==> src/rtl/regfile.sv <==
// rtl/regfile.sv - 32x32 integer register file, two combinational reads, one synchronous write
// Optional macro REGFILE_X0_ZERO_EN: hardwire x0 to zero (writes to x0 ignored, reads of x0 return 0).
module regfile (
  input  logic        clk,
  input  logic        rst_n,
  input  logic [4:0]  rs1_addr,
  input  logic [4:0]  rs2_addr,
  input  logic [4:0]  rd_addr,
  input  logic        rd_wren,
  input  logic [31:0] rd_data,
  output logic [31:0] rs1_data,
  output logic [31:0] rs2_data
);

  logic [31:0] register_array [0:31];
  logic        wr_en;

`ifdef REGFILE_X0_ZERO_EN
  assign wr_en    = rd_wren && (rd_addr != 5'd0);
  assign rs1_data = (rs1_addr == 5'd0) ? 32'h0 : register_array[rs1_addr];
  assign rs2_data = (rs2_addr == 5'd0) ? 32'h0 : register_array[rs2_addr];
`else
  assign wr_en    = rd_wren;
  assign rs1_data = register_array[rs1_addr];
  assign rs2_data = register_array[rs2_addr];
`endif

  // No bypass: a read of rd_addr sees the old word until the write edge.
  always_ff @(posedge clk or negedge rst_n) begin
    if (!rst_n) begin
      for (int i = 0; i < 32; i++) begin
        register_array[i] <= 32'h0;
      end
    end else if (wr_en) begin
      register_array[rd_addr] <= rd_data;
    end
  end

endmodule

==> config.mk <==
export PLATFORM = sky130hd
export DESIGN_NAME = regfile
export DESIGN_NICKNAME = d
export VERILOG_FILES = /design/src/rtl/regfile.sv
export SDC_FILE = /design/constraint.sdc
export NUM_CORES = 2
export LEC_CHECK = 0
export ABC_AREA = 0
export BUFFER_PORTS_ARGS = -buffer_cell sky130_fd_sc_hd__clkbuf_2
export CORE_MARGIN = 4
export CORE_UTILIZATION = 45
export CTS_CLUSTER_SIZE = 10
export DETAILED_ROUTE_END_ITERATION = 10
export MAX_ROUTING_LAYER = met4
export SYNTH_ARGS = -nofsm -noshare
export SYNTH_HDL_FRONTEND = slang
export SYNTH_SLANG_ARGS = --single-unit
==> constraint.sdc <==
create_clock -name clk -period 1.77 [get_ports clk]
set_clock_uncertainty 0.2 [all_clocks]
set_input_delay 0.0885 -clock clk [delete_from_list [all_inputs] [get_ports clk]]
set_output_delay 0.0885 -clock clk [all_outputs]
set_load 0.02 [all_outputs]
After elaboration in Yosys (flattened, before gate mapping)
Cells that the tools add are included.

Reductions and logical operators: 1. Bitwise logic cells: 3. Muxes and demuxes: 9. $lt $le $gt $ge: 4.

Operators with widths (count): $bwmux 1024 (1); $bmux 32 s5 (2); $demux 32 s5 (1); $mux 32 (5); $ge 6x6->1 const B (3); $not 5->6 (3); $lt 6x1->1 const B (1); $logic_and 1x1->1 (1).

Input port bits: 50. Logic and storage cells: 49. Output and inout bits: 64. Bits in registers: 1024.

Longest topological paths before layout
Word-level depth: 6. Depth in mapped cells: 8.

Worst setup path before layout
Ideal clock, no wire load.

Kind: input -> output. Start: in rs2_addr[1]. End: out rs2_data[10]. Path buffers: 3. Path slack: 0.088 ns. Arrival time: 1.393 ns. Stages: 7. Required time: 1.481 ns. Path through: buf_2 -> buf_2 -> buf_2 -> mux2i_1 -> a22oi_1 -> a31oi_1 -> nand3_1.

Cells in the longest elaborated chain, start to end: 4.

Ends and longest elaborated chain: start: declaration (line 7) `input logic [4:0] rs2_addr,`; $not 5->6 (not written as such) (line 25) `assign rs2_data = register_array[rs2_addr];`; $bmux 32 s5 (line 25); $mux 32 (not written as such) (2 in a row) (line 25); end: declaration (line 12) `output logic [31:0] rs2_data`.

Every way passes these cells. The select of a mux whose other input is x is not followed.

Worst setup path after layout
Start: reg register_array[807] in the netlist's numbering. End: out rs2_data[7].

Cells in the longest elaborated chain, start to end: 3.

Ends and longest elaborated chain: start: declaration (line 15) `logic [31:0] register_array [0:31];`; start signal: indexed assignment (line 35) `register_array[rd_addr] <= rd_data;`; $bmux 32 s5 (line 25); $mux 32 (not written as such) (2 in a row) (line 25).

Every way passes these cells. The select of a mux whose other input is x is not followed.

==> reports/qor.txt <==
DRT Pass-1 Iters = 6
maximum VDD drop = 0.941 mV
largest net degree at the start of global routing = 81
synthesized area = 55800 µm²
final wirelength = 182000 µm
failing checks = setup timing
RSZ-0062 raised after global routing = true
highest-count cells in the layout ignoring fill and taps = dfrtp_1 (1024), mux2i_1 (1021), mux2_2 (1006)
Distinct cells, synth = 26
Tmin final = 2.45 ns
Worst-Skew Late Latency = 0.73 ns
DR iter-0 viols = 3305
CTS sink cnt = 1024
WP buf/inv = 1
Final Hold Vio Count = 0
Crit path largest cell delay = 0.39 ns
io pins = 114
CP startpoint kind = flop
Slowest-stage cell, CP = dfrtp_1
FMAX = 407 MHz
Core Region = 123000 µm²
WHS = 0.0669 ns
Total GRT Usage = 28.3%
cell chain of the critical path = mux2i_1 > a22o_1 > nor3_2 > a31oi_1 > nand3_2 > buf_6
worst reg-to-reg setup slack = 0.66 ns
Area Growth Syn to Fin = 22.4%
R2R depth = 2
Crit Path Class = reg2out
Vias/cell = 6.13
Max-slew headroom = 51.5%
Worst-path clk slew = 0.05 ns
Max Cap Viol = 0
Sw Pwr = 20.5 mW
nets = 4968
Crit path max-delay family = compound AO/OA/AOI/OAI gates
CTS max path bufs = 3
mean area per synthesized cell = 12.1 µm²
Residual DRC = 0
reg2reg end = register_array[796]$_DFFE_PN0P_
DIE HEIGHT = 360 µm
leakage power = 32.1 nW
CP startpoint = register_array[807]$_DFFE_PN0P_
max reg flops = 1024
Routed WL per cell = 27.6 µm
RD Place Congestion = 0.865
CTS Buf Count = 119
Gate Count Post-Synth = 4605
syn_nets = 4655
sequential power share = 45.2%
Clk pwr share = 32.4%
Pint = 49.2 mW
Hold Path Class = in2reg
vias in the first global route = 41200
Final ANT Viol Nets = 0
Critical Path End Type = output port
post-detail-place hpwl = 120000 µm
Cells after DPL = 6412
Starting Density = 45.5%
Die ar. = 130000 µm²
Worst Path Arrival = 2.17 ns
Top Registers = register_array x1024
CP Max Fanout = 3
fin crit share = 139%
PortBufs = 113
# setup viols final = 65
end of the critical path = rs2_data[7]
setup ws final = -0.684 ns
antenna violations before repair = 4
Sw Share = 29.4%
worst r2r src = register_array[796]$_DFFE_PN0P_
status = finished, violations left
layout cells sized above 1 = 39.6%
Power Dens Cells = 1020 nW/µm²
commonest non-fill, non-tap cell in the layout = dfrtp_1
Worst Path Required = 1.48 ns
GRT overflow = 0
Biggest register = register_array
Warnings, synthesis = 0
register area share after synthesis = 45.9%
Comb power frac = 22.3%
detailed-route via count = 40500
CTS tree = yes
first-pass GRT wire length = 273000 µm
Least-Margin Pin Slew = 0.728 ns
fin cells = 6601
Clock Root Buffer = clkbuf_16
CTS H-Tree Depth = 3
num rows = 128
CP Depth = 6
Final Slew Violations = 0
DIE WIDTH = 360 µm
#FFs+latches synth = 1024
## metrics by stage
stage	setup slack [ns]	power, mW	util (%)	TNS, ns	area (µm²)
global placement	-0.432	45.7	51.2	-209.54	62700
CTS	-0.743	69.8	55.4	-64.51	67900
detailed placement	-0.407	46.2	51.2	-224.30	62700
finish	-0.684	69.7	55.7	-36.27	68300
floorplan	0.0884	41.0	-	0	55800
global route	-0.761	73.0	55.7	-42.28	68300
## power groups by stage
stage | registers, mW | clock network (mW) | logic [mW]
final | 31.5 | 22.6 | 15.6
after global placement | 31.6 | 0 | 14.1
after floorplan | 30.8 | 0 | 10.2
after detailed placement | 31.8 | 0 | 14.5
after CTS | 31.4 | 23.1 | 15.3
after global routing | 32.1 | 24.0 | 16.9
## layout make-up
type | instances | area (µm²)
clock inverter | 10 | 105
sequential | 1024 | 25600
clock buffer | 167 | 3330
timing repair buffer | 636 | 7560
antenna | 2 | 5.00
tap | 1625 | 2030
multi-input combinational | 3137 | 29600
fill | 10300 | 54200
## synthesized netlist by cell type
master / n / area [µm²]
mux2_1: 18 / 203
nor3b_1: 4 / 30.0
nor2_1: 11 / 41.3
and2_1: 2 / 12.5
nand2b_1: 4 / 25.0
a21oi_1: 192 / 961
a22o_1: 128 / 1120
or2_2: 3 / 18.8
mux2_2: 1006 / 11300
a31oi_1: 64 / 400
and3_1: 1 / 6.26
nor2_2: 8 / 50.1
clkbuf_1: 192 / 721
nand3_1: 194 / 971
dfrtp_1: 1024 / 25600
nand3b_1: 4 / 30.0
a22oi_1: 192 / 1440
mux2i_1: 1024 / 10200
buf_4: 63 / 473
nand2_1: 211 / 792
nor3_1: 65 / 325
and3b_1: 1 / 8.76
buf_1: 26 / 97.6
buf_2: 163 / 816
or3b_1: 1 / 8.76
nor2b_1: 4 / 25.0
## how the worst min path moves through the flow
stage / startpoint / to / depth (start not counted)
after global placement: rst_n / register_array[255]$_DFFE_PN0P_ / 1
after detailed placement: rst_n / register_array[255]$_DFFE_PN0P_ / 1
after floorplan: rst_n / register_array[0]$_DFFE_PN0P_ / 0
after global routing: rd_addr[3] / register_array[480]$_DFFE_PN0P_ / 5
after CTS: rd_addr[4] / register_array[864]$_DFFE_PN0P_ / 4
final: rd_addr[3] / register_array[414]$_DFFE_PN0P_ / 5
## worst min-delay path: cells and delay by family
kind	cells	cell delay [ns]
multiplexers	1	0.16
buffers and inverters	2	0.44
AND/OR/NAND/NOR	2	0.27
## cell families (layout without fill, tap and decap cells)
kind of cell	after synthesis	in the layout	synth area share (%)
compound gates	576	576	7.03
buf+inv	444	813	3.78
flops	1024	1024	45.9
mux	2048	2048	39.0
other cells	0	2	0
simple gates	513	513	4.20
## per-layer routing
layer / wire length [µm] / share of wire (%) / vias to the layer above / track usage [%]
met5: 0 / 0 / - / -
met4: 5410 / 3.0 / 0 / 7.91
met3: 9670 / 5.3 / 322 / 3.92
met2: 84000 / 46 / 1209 / 43.5
met1: 83300 / 46 / 21300 / 39.4
li1: - / - / 17600 / -
## what timing repair did
action / 4_1_cts / 5_1_grt
setup buffers: 1 / 5
gates resized for setup: 289 / 134
hold buffers: 38 / 2
endpoints found under the setup margin: 64 / 776
hold endpoints to repair: 2048 / 4
pin swaps: 111 / 142
Note: power is estimated with default switching activity, not from simulation.
